$ cat src/rtl/can_frame_decoder_pkg.sv
// Shared definitions for the CAN receive decoder: state codes, field lengths
// and the CRC-15 step used by the checker.
package can_frame_decoder_pkg;

   localparam logic [14:0] CRC_POLY = 15'h4599;

   localparam int ID_A_LEN  = 11;
   localparam int ID_B_LEN  = 18;
   localparam int DLC_LEN   = 4;
   localparam int CRC_LEN   = 15;
   localparam int EOF_LEN   = 7;
   localparam int DELIM_LEN = 8;
   localparam int FLAG_LEN  = 6;
   localparam int TAIL_LEN  = 7;
   localparam int IMF_LEN   = 3;
   localparam int OVL_LEN   = 13;

   typedef enum logic [6:0] {
      ST_IDLE         = 7'd0,
      ST_ID_A         = 7'd1,
      ST_CTRL_A       = 7'd2,
      ST_R0           = 7'd3,
      ST_ID_B         = 7'd4,
      ST_CTRL_B       = 7'd5,
      ST_DLC          = 7'd6,
      ST_DATA         = 7'd7,
      ST_CRC          = 7'd8,
      ST_CRC_DEL      = 7'd9,
      ST_ACK_SLOT     = 7'd10,
      ST_ACK_DEL      = 7'd11,
      ST_EOF          = 7'd12,
      ST_INTERMISSION = 7'd13,
      ST_ERR_FLAG     = 7'd14,
      ST_FLAG_TAIL    = 7'd15,
      ST_OVL_WAIT     = 7'd16,
      ST_DELIM        = 7'd17
   } state_e;

   function automatic logic [14:0] crc15_step(input logic [14:0] crc, input logic b);
      logic fb;
      fb = b ^ crc[14];
      crc15_step = {crc[13:0], 1'b0} ^ (fb ? CRC_POLY : 15'h0000);
   endfunction

endpackage

$ cat src/rtl/can_frame_decoder_crc15.sv
// Serial CRC-15 register: clear loads the first bit onto a zero register,
// enable shifts one bit per sample edge, otherwise the value holds.
module can_crc15
   import can_frame_decoder_pkg::*;
(
   input  logic        clock,
   input  logic        reset_n,
   input  logic        clear,
   input  logic        enable,
   input  logic        bit_in,
   output logic [14:0] crc
);

   logic [14:0] crc_q;

   always_ff @(posedge clock or negedge reset_n) begin
      if (!reset_n) begin
         crc_q <= '0;
      end else if (clear) begin
         crc_q <= crc15_step(15'h0000, bit_in);
      end else if (enable) begin
         crc_q <= crc15_step(crc_q, bit_in);
      end
   end

   assign crc = crc_q;

endmodule

$ cat src/rtl/can_frame_decoder.sv
// CAN 2.0A/2.0B receive decoder on a destuffed bit stream: classifies frames,
// extracts ID/DLC/data, checks CRC-15 and reports delimiter form errors.
module can_frame_decoder
   import can_frame_decoder_pkg::*;
(
   input  logic        sample,
   input  logic        reset_n,
   input  logic        can_data_bit,
   output logic        frame_data,
   output logic        frame_remote,
   output logic        frame_error,
   output logic        frame_overload,
   output logic        getframe,
   output logic        error_type,
   output logic        ack_error,
   output logic        crc_error,
   output logic        eof_error,
   output logic        crc_match,
   output logic [14:0] crcout,
   output logic        crcclk,
   output logic        start_crc,
   output logic        getcrc,
   output logic [1:0]  bit_classifier,
   output logic [10:0] bit_id_11,
   output logic [28:0] bit_id_29,
   output logic [3:0]  nbytes,
   output logic [63:0] can_data,
   output logic [5:0]  error_frame,
   output logic [6:0]  error_flag,
   output logic [12:0] overload_check,
   output logic [6:0]  debug_state
);

   localparam logic [5:0] PROBE_LAST = 6'(FLAG_LEN - 2);
   localparam logic [5:0] ID_A_LAST  = 6'(ID_A_LEN - 1);
   localparam logic [5:0] ID_B_LAST  = 6'(ID_B_LEN - 1);
   localparam logic [5:0] DLC_LAST   = 6'(DLC_LEN - 1);
   localparam logic [5:0] CRC_LAST   = 6'(CRC_LEN - 1);
   localparam logic [5:0] EOF_LAST   = 6'(EOF_LEN - 1);
   localparam logic [5:0] FLAG_LAST  = 6'(FLAG_LEN - 1);
   localparam logic [5:0] TAIL_LAST  = 6'(TAIL_LEN - 1);
   localparam logic [5:0] DELIM_LAST = 6'(DELIM_LEN - 1);
   localparam logic [5:0] IMF_LAST   = 6'(IMF_LEN - 1);
   localparam logic [3:0] OVL_BITS   = 4'(OVL_LEN);
   localparam logic [3:0] OVL_START  = 4'(FLAG_LEN - 1);

   state_e      state_q;
   logic [5:0]  cnt_q, data_last_q;
   logic [3:0]  ocnt_q;
   logic        from_err_q;
   logic [13:0] rx_crc_q;
   logic [10:0] id_a_q;
   logic [17:0] id_b_q;
   logic [1:0]  cls_q;
   logic [3:0]  nbytes_q;
   logic [63:0] data_q;
   logic [5:0]  err_frame_q;
   logic [6:0]  err_flag_q;
   logic [12:0] ovl_q;
   logic [14:0] crcout_q;
   logic        frame_data_q, frame_remote_q, frame_error_q, frame_overload_q;
   logic        getframe_q, error_type_q, ack_error_q, crc_error_q, eof_error_q;
   logic        crc_match_q, crcclk_q, start_crc_q, getcrc_q;

   logic        start_crc_d, getcrc_d;
   logic [3:0]  dlc_w;
   logic [14:0] crc_w;

   // The CRC register must see the bit on the same edge it is sampled, so its
   // controls are decoded combinationally; the outputs are registered copies.
   always_comb begin
      start_crc_d = !can_data_bit && (state_q == ST_IDLE || state_q == ST_INTERMISSION);
      getcrc_d    = start_crc_d;
      case (state_q)
         ST_ID_A, ST_CTRL_A, ST_R0, ST_ID_B, ST_CTRL_B, ST_DLC, ST_DATA: getcrc_d = 1'b1;
         default: ;
      endcase
   end

   assign dlc_w = {nbytes_q[2:0], can_data_bit};

   can_crc15 u_crc (
      .clock   (sample),
      .reset_n (reset_n),
      .clear   (start_crc_d),
      .enable  (getcrc_d),
      .bit_in  (can_data_bit),
      .crc     (crc_w)
   );

   always_ff @(posedge sample or negedge reset_n) begin
      if (!reset_n) begin
         state_q          <= ST_IDLE;
         cnt_q            <= '0;
         data_last_q      <= '0;
         ocnt_q           <= '0;
         from_err_q       <= 1'b0;
         rx_crc_q         <= '0;
         id_a_q           <= '0;
         id_b_q           <= '0;
         cls_q            <= '0;
         nbytes_q         <= '0;
         data_q           <= '0;
         err_frame_q      <= '0;
         err_flag_q       <= '0;
         ovl_q            <= '0;
         crcout_q         <= '0;
         frame_data_q     <= 1'b0;
         frame_remote_q   <= 1'b0;
         frame_error_q    <= 1'b0;
         frame_overload_q <= 1'b0;
         getframe_q       <= 1'b0;
         error_type_q     <= 1'b0;
         ack_error_q      <= 1'b0;
         crc_error_q      <= 1'b0;
         eof_error_q      <= 1'b0;
         crc_match_q      <= 1'b0;
         crcclk_q         <= 1'b0;
         start_crc_q      <= 1'b0;
         getcrc_q         <= 1'b0;
      end else begin
         getframe_q  <= 1'b0;
         crcclk_q    <= 1'b0;
         start_crc_q <= start_crc_d;
         getcrc_q    <= getcrc_d;
         cnt_q       <= cnt_q + 6'd1;
         case (state_q)
            ST_IDLE, ST_INTERMISSION: begin
               if (!can_data_bit) begin
                  state_q          <= ST_ID_A;
                  cnt_q            <= '0;
                  from_err_q       <= 1'b0;
                  ocnt_q           <= '0;
                  id_a_q           <= '0;
                  id_b_q           <= '0;
                  cls_q            <= '0;
                  nbytes_q         <= '0;
                  data_q           <= '0;
                  err_frame_q      <= '0;
                  err_flag_q       <= '0;
                  ovl_q            <= '0;
                  frame_data_q     <= 1'b0;
                  frame_remote_q   <= 1'b0;
                  frame_error_q    <= 1'b0;
                  frame_overload_q <= 1'b0;
                  error_type_q     <= 1'b0;
                  ack_error_q      <= 1'b0;
                  crc_error_q      <= 1'b0;
                  eof_error_q      <= 1'b0;
                  crc_match_q      <= 1'b0;
               end else if (state_q == ST_INTERMISSION && cnt_q == IMF_LAST) begin
                  state_q <= ST_IDLE;
               end
            end
            ST_ID_A: begin
               id_a_q <= {id_a_q[9:0], can_data_bit};
               // Six dominant bits from SOF cannot be an identifier: it is a flag.
               if (cnt_q == PROBE_LAST && id_a_q[3:0] == 4'd0 && !can_data_bit) begin
                  state_q <= ST_FLAG_TAIL;
                  cnt_q   <= '0;
                  ovl_q   <= '0;
                  ocnt_q  <= OVL_START;
               end else if (cnt_q == ID_A_LAST) begin
                  state_q <= ST_CTRL_A;
                  cnt_q   <= '0;
               end
            end
            ST_CTRL_A: begin
               cls_q <= {cls_q[0], can_data_bit};
               if (cnt_q == 6'd1) begin
                  cnt_q <= '0;
                  if (can_data_bit) begin
                     state_q <= ST_ID_B;
                  end else begin
                     frame_data_q   <= ~cls_q[0];
                     frame_remote_q <= cls_q[0];
                     state_q        <= ST_R0;
                  end
               end
            end
            ST_R0: begin
               state_q <= ST_DLC;
               cnt_q   <= '0;
            end
            ST_ID_B: begin
               id_b_q <= {id_b_q[16:0], can_data_bit};
               if (cnt_q == ID_B_LAST) begin
                  state_q <= ST_CTRL_B;
                  cnt_q   <= '0;
               end
            end
            ST_CTRL_B: begin
               if (cnt_q == 6'd0) begin
                  frame_data_q   <= ~can_data_bit;
                  frame_remote_q <= can_data_bit;
               end else if (cnt_q == 6'd2) begin
                  state_q <= ST_DLC;
                  cnt_q   <= '0;
               end
            end
            ST_DLC: begin
               nbytes_q <= dlc_w;
               if (cnt_q == DLC_LAST) begin
                  cnt_q       <= '0;
                  data_last_q <= dlc_w[3] ? 6'd63 : {dlc_w[2:0] - 3'd1, 3'b111};
                  state_q     <= (frame_remote_q || dlc_w == 4'd0) ? ST_CRC : ST_DATA;
               end
            end
            ST_DATA: begin
               data_q <= {data_q[62:0], can_data_bit};
               if (cnt_q == data_last_q) begin
                  state_q <= ST_CRC;
                  cnt_q   <= '0;
               end
            end
            ST_CRC: begin
               rx_crc_q <= {rx_crc_q[12:0], can_data_bit};
               if (cnt_q == CRC_LAST) begin
                  crcclk_q    <= 1'b1;
                  crcout_q    <= crc_w;
                  crc_match_q <= (crc_w == {rx_crc_q, can_data_bit});
                  state_q     <= ST_CRC_DEL;
               end
            end
            ST_CRC_DEL: begin
               cnt_q       <= '0;
               crc_error_q <= !can_data_bit;
               state_q     <= can_data_bit ? ST_ACK_SLOT : ST_ERR_FLAG;
            end
            ST_ACK_SLOT: begin
               state_q <= ST_ACK_DEL;
            end
            ST_ACK_DEL: begin
               cnt_q       <= '0;
               ack_error_q <= !can_data_bit;
               state_q     <= can_data_bit ? ST_EOF : ST_ERR_FLAG;
            end
            ST_EOF: begin
               if (!can_data_bit) begin
                  eof_error_q <= 1'b1;
                  state_q     <= ST_ERR_FLAG;
                  cnt_q       <= '0;
               end else if (cnt_q == EOF_LAST) begin
                  getframe_q <= 1'b1;
                  state_q    <= ST_INTERMISSION;
                  cnt_q      <= '0;
               end
            end
            ST_ERR_FLAG: begin
               err_frame_q <= {err_frame_q[4:0], can_data_bit};
               if (cnt_q == FLAG_LAST) begin
                  error_type_q <= ~&{err_frame_q[4:0], can_data_bit};
                  from_err_q   <= 1'b1;
                  ovl_q        <= {8'd0, err_frame_q[3:0], can_data_bit};
                  ocnt_q       <= OVL_START;
                  state_q      <= ST_FLAG_TAIL;
                  cnt_q        <= '0;
               end
            end
            ST_FLAG_TAIL: begin
               err_flag_q <= {err_flag_q[5:0], can_data_bit};
               if (cnt_q == TAIL_LAST) begin
                  cnt_q <= '0;
                  if (&{err_flag_q[5:0], can_data_bit}) begin
                     state_q <= ST_OVL_WAIT;
                  end else begin
                     state_q <= ST_DELIM;
                     if (!from_err_q) error_type_q <= 1'b1;
                  end
               end
            end
            ST_OVL_WAIT: begin
               cnt_q <= '0;
               if (can_data_bit) begin
                  // After an error flag, eight recessive bits are its delimiter.
                  getframe_q       <= 1'b1;
                  frame_data_q     <= 1'b0;
                  frame_remote_q   <= 1'b0;
                  frame_error_q    <= from_err_q;
                  frame_overload_q <= ~from_err_q;
                  state_q          <= ST_IDLE;
               end else begin
                  state_q <= ST_DELIM;
                  if (!from_err_q) error_type_q <= 1'b1;
               end
            end
            ST_DELIM: begin
               if (!can_data_bit) begin
                  cnt_q <= '0;
               end else if (cnt_q == DELIM_LAST) begin
                  getframe_q       <= 1'b1;
                  frame_data_q     <= 1'b0;
                  frame_remote_q   <= 1'b0;
                  frame_error_q    <= 1'b1;
                  frame_overload_q <= 1'b0;
                  state_q          <= ST_IDLE;
               end
            end
            default: state_q <= ST_IDLE;
         endcase
         if ((state_q == ST_FLAG_TAIL || state_q == ST_OVL_WAIT || state_q == ST_DELIM)
             && ocnt_q < OVL_BITS) begin
            ovl_q  <= {ovl_q[11:0], can_data_bit};
            ocnt_q <= ocnt_q + 4'd1;
         end
      end
   end

   assign frame_data     = frame_data_q;
   assign frame_remote   = frame_remote_q;
   assign frame_error    = frame_error_q;
   assign frame_overload = frame_overload_q;
   assign getframe       = getframe_q;
   assign error_type     = error_type_q;
   assign ack_error      = ack_error_q;
   assign crc_error      = crc_error_q;
   assign eof_error      = eof_error_q;
   assign crc_match      = crc_match_q;
   assign crcout         = crcout_q;
   assign crcclk         = crcclk_q;
   assign start_crc      = start_crc_q;
   assign getcrc         = getcrc_q;
   assign bit_classifier = cls_q;
   assign bit_id_11      = id_a_q;
   assign bit_id_29      = {id_a_q, id_b_q};
   assign nbytes         = nbytes_q;
   assign can_data       = data_q;
   assign error_frame    = err_frame_q;
   assign error_flag     = err_flag_q;
   assign overload_check = ovl_q;
   assign debug_state    = state_q;

endmodule

$ cat config.mk
export PLATFORM = sky130hd
export DESIGN_NAME = can_frame_decoder
export DESIGN_NICKNAME = d
export VERILOG_FILES = /design/src/rtl/can_frame_decoder_pkg.sv /design/src/rtl/can_frame_decoder_crc15.sv /design/src/rtl/can_frame_decoder.sv
export SDC_FILE = /design/constraint.sdc
export NUM_CORES = 1
export LEC_CHECK = 0
export CAP_MARGIN = 15
export CORE_MARGIN = 4
export CORE_UTILIZATION = 53
export CTS_CLUSTER_SIZE = 28
export DETAILED_ROUTE_END_ITERATION = 7
export PLACE_DENSITY = 0.81
export REMOVE_ABC_BUFFERS = 1
export SLEW_MARGIN = 40
export SYNTH_ARGS = -nofsm -noshare
export SYNTH_HDL_FRONTEND = slang
export SYNTH_HIERARCHICAL = 1
export SYNTH_SLANG_ARGS = --single-unit
$ cat constraint.sdc
create_clock -name sample -period 2.61 [get_ports sample]
set_clock_uncertainty 0.1 [all_clocks]
set_input_delay 0.522 -clock sample [delete_from_list [all_inputs] [get_ports sample]]
set_output_delay 0.522 -clock sample [all_outputs]
set_load 0.02 [all_outputs]
==> metrics.md <==
| Metric | Value |
|---|---|
| Status | `finished clean` |
| Total grt overflow | `0` |
| Post-synth top area share | `53.9%` |
| Data arrival, critical path | `1890 ps` |
| GRT Overall Usage | `25.3%` |
| Clk slew on worst S/H paths | `60 ps` |
| PortBufs | `171` |
| Synthesized flop and latch total | `202` |
| # clock sinks | `202` |
| Die area | `19900 um2` |
| Post-synthesis sequential area ratio | `53.9%` |
| DRT antenna net count | `0` |
| Largest net degree at the start of global routing | `129` |
| Slew HR | `59.1%` |
| Initial antenna violation count | `0` |
| Top achievable clock speed | `398 MHz` |
| Initial Utilization | `54.2%` |
| GPL Wtd Cong | `0.922` |
| Layout cell share with drive strength beyond 1 | `11.0%` |
| Synth area leader | `dfrtp_1` |
| P&R area growth vs syn | `30.1%` |
| Top-count cell post-synth | `nand2_1` |
| Critical Path Max Stage Delay | `650 ps` |
| Via density | `5.58` |
| Post-synth EDFFs | `0` |
| CTS tree | `yes` |
| Reg2reg start | `cnt_q[0]$_DFF_PN0_` |
| Syn Inst Count | `1016` |
| Commonest cells in the netlist | `nand2_1, dfrtp_1, o21ai_0` |
| Drt first pass iters | `5` |
| Global-route wire length before repair | `41.8 mm` |
| Synth Flop Type | `dfrtp_1` |
| Post-Syn Area | `9370 um2` |
| Final setup violation count | `0` |
| Cell variety after synth | `69` |
| Avg Cell Area, Syn | `9.22 um2` |
| Max VDD drop | `0.000745 V` |
| Startpoint Class | `register` |
| Final non-filler cell total | `1434` |
| Synth async-reset ratio | `100%` |
| Critical path buffer and inverter count | `2` |
| Nets | `1205` |
| CTS max path bufs | `3` |
| Worst EP required | `1990 ps` |
| Dpl hpwl | `17.1 mm` |
| Least-Margin Pin Slew | `614 ps` |
| Die Ht | `141 um` |
| Slowest stage cell on the critical path | `clkdlybuf4s50_1` |
| Clock Latency Late Sink | `490 ps` |
| Total CTS buffers | `21` |
| Number of antenna diodes | `0` |
| Fin. Hold Viols | `0` |
| CP top delay family | `buffers and inverters` |
| Die X | `141 um` |
| Core ar. | `17300 um2` |
| CTS root buf | `clkbuf_16` |
| Crit Path Class | `reg2out` |
| Period utilization | `96.2%` |
| CP max FO | `10` |
| Power Density | `1290 nW/um2` |
| Placed insts | `1396` |
| Max-slew violations | `0` |
| Initial DRC Count | `509` |
| DR DRC count | `0` |
| CP startpoint | `debug_state[0]$_DFFE_PN0P_` |
| HP Class | `reg2reg` |
| I/O pin total | `174` |
| Post-CTS Setup Bufs | `0` |
| Hold_sp | `crcout[7]$_DFFE_PN0P_` |
| WHS | `375 ps` |
| Vias in the first global route | `8020` |
| Max-Cap Viols | `0` |
| Wire length per cell | `17.3 um` |
| Final WL | `24.8 mm` |
| Worst-path cell chain | `buf_4, clkdlybuf4s50_1` |
| Tmin final | `2510 ps` |
| RSZ-0062 raised after global routing | `no` |
| Rows | `48` |
| Synth top area cells | `dfrtp_1, nand2_1, o21ai_0` |
| Leak | `0.00538 uW` |
| H-tree depth | `1` |
| Synth Warn # | `6` |
| Vias | `7996` |
| Worst Setup End Kind | `output port` |
per-layer routing:
| layer | wire [um] | GRT usage, % | up-vias |
|---|---|---|---|
| met2 | 11600 | 40.5 | 327 |
| met4 | 509 | 6.12 | 0 |
| met1 | 10700 | 35.6 | 3836 |
| met5 | 0 | 0 | - |
| li1 | - | - | 3787 |
| met3 | 1990 | 5.33 | 46 |
area by class of cell:
class	instances	area [um2]
multi-input cells	720	3890
flip-flops and latches	202	5060
repair buffers	236	2280
clock buffers	27	568
inverters	14	52.6
well taps	225	282
fillers	1302	5110
clock inverters	10	53.8
per-stage QoR:
stage	setup slack, ps	util (%)	total power, uW	area, um2	TNS (ps)
after global routing	7.88	70.5	16700	12200	0
after detailed placement	-153	66.8	12900	11600	-1500
after global placement	-135	66.8	12700	11600	-1120
final	99.1	70.5	15700	12200	0
after CTS	100	70.4	15800	12200	0
after floorplan	-2320	-	9380	8990	-198680
flip-flops by register name, summed over array words and instances, names as in the netlist, 2 cells and up:
register / flops
data_last_q: 4
u_crc/crc: 15
error_flag: 7
rx_crc_q: 14
bit_classifier: 2
id_b_q: 18
can_data: 64
nbytes: 4
overload_check: 13
crcout: 15
debug_state: 5
error_frame: 6
bit_id_11: 11
cnt_q: 6
ocnt_q: 4
cells by family (layout without fill, tap and decap cells):
logic type / Yosys count / count (layout) / share of synthesized area (%)
AO/OA/AOI/OAI: 224 / 224 / 14.4
buffers and inverters: 95 / 287 / 4.71
other: 1 / 2 / 0.0400
adder cells (fa/ha/maj): 7 / 7 / 0.935
AND/OR/NAND/NOR: 432 / 432 / 20.2
multiplexers: 26 / 26 / 3.10
flip-flops: 202 / 202 / 53.9
XOR/XNOR: 29 / 29 / 2.71
timing repair:
item / 4_1_cts / 5_1_grt
gates resized for setup: 1 / 4
setup endpoints to repair: 1 / 13
endpoints found under the hold margin: 67 / 0
gates cloned: 0 / 0
hold buffers: 1 / 0
pin swaps: 0 / 2
final timing paths:
kind,depth (start not counted),slack [ps],end
max in group asynchronous,3,1220,u_crc/crc[5]$_DFFE_PN0P_
worst max-delay path,2,100,debug_state[0]
worst min register to register,2,380,crcout[7]$_DFFE_PN0P_
worst max register to register,8,190,debug_state[2]$_DFFE_PN0P_
min in group asynchronous,2,490,id_b_q[12]$_DFFE_PN0P_
worst min-delay path,2,380,crcout[7]$_DFFE_PN0P_
layout by cell type (no fill, tap or decap), drive strengths merged, types with 20 or more instances in the layout:
master,count
o21ai,131
nor2,41
nand2,308
buf,64
a21oi,20
clkbuf,28
dfrtp,202
nand3,20
xor2,21
clkdlybuf4s50,170
where the power goes:
| group | internal (uW) | switching, uW |
|---|---|---|
| sequential | 4290 | 1180 |
| clock | 1540 | 1200 |
| combinational | 3520 | 4000 |
| total | 9350 | 6370 |
worst register-to-register path, delay by kind of cell, from the launching register on:
| family | cells | cell delay [ps] |
|---|---|---|
| and+or+nand+nor | 4 | 830 |
| adders and majority gates | 1 | 200 |
| DFF | 1 | 440 |
| AOI/OAI and AO/OA | 1 | 320 |
| muxes | 1 | 320 |
| buffers and inverters | 1 | 110 |
No activity file was read; power rests on OpenSTA's default activity.
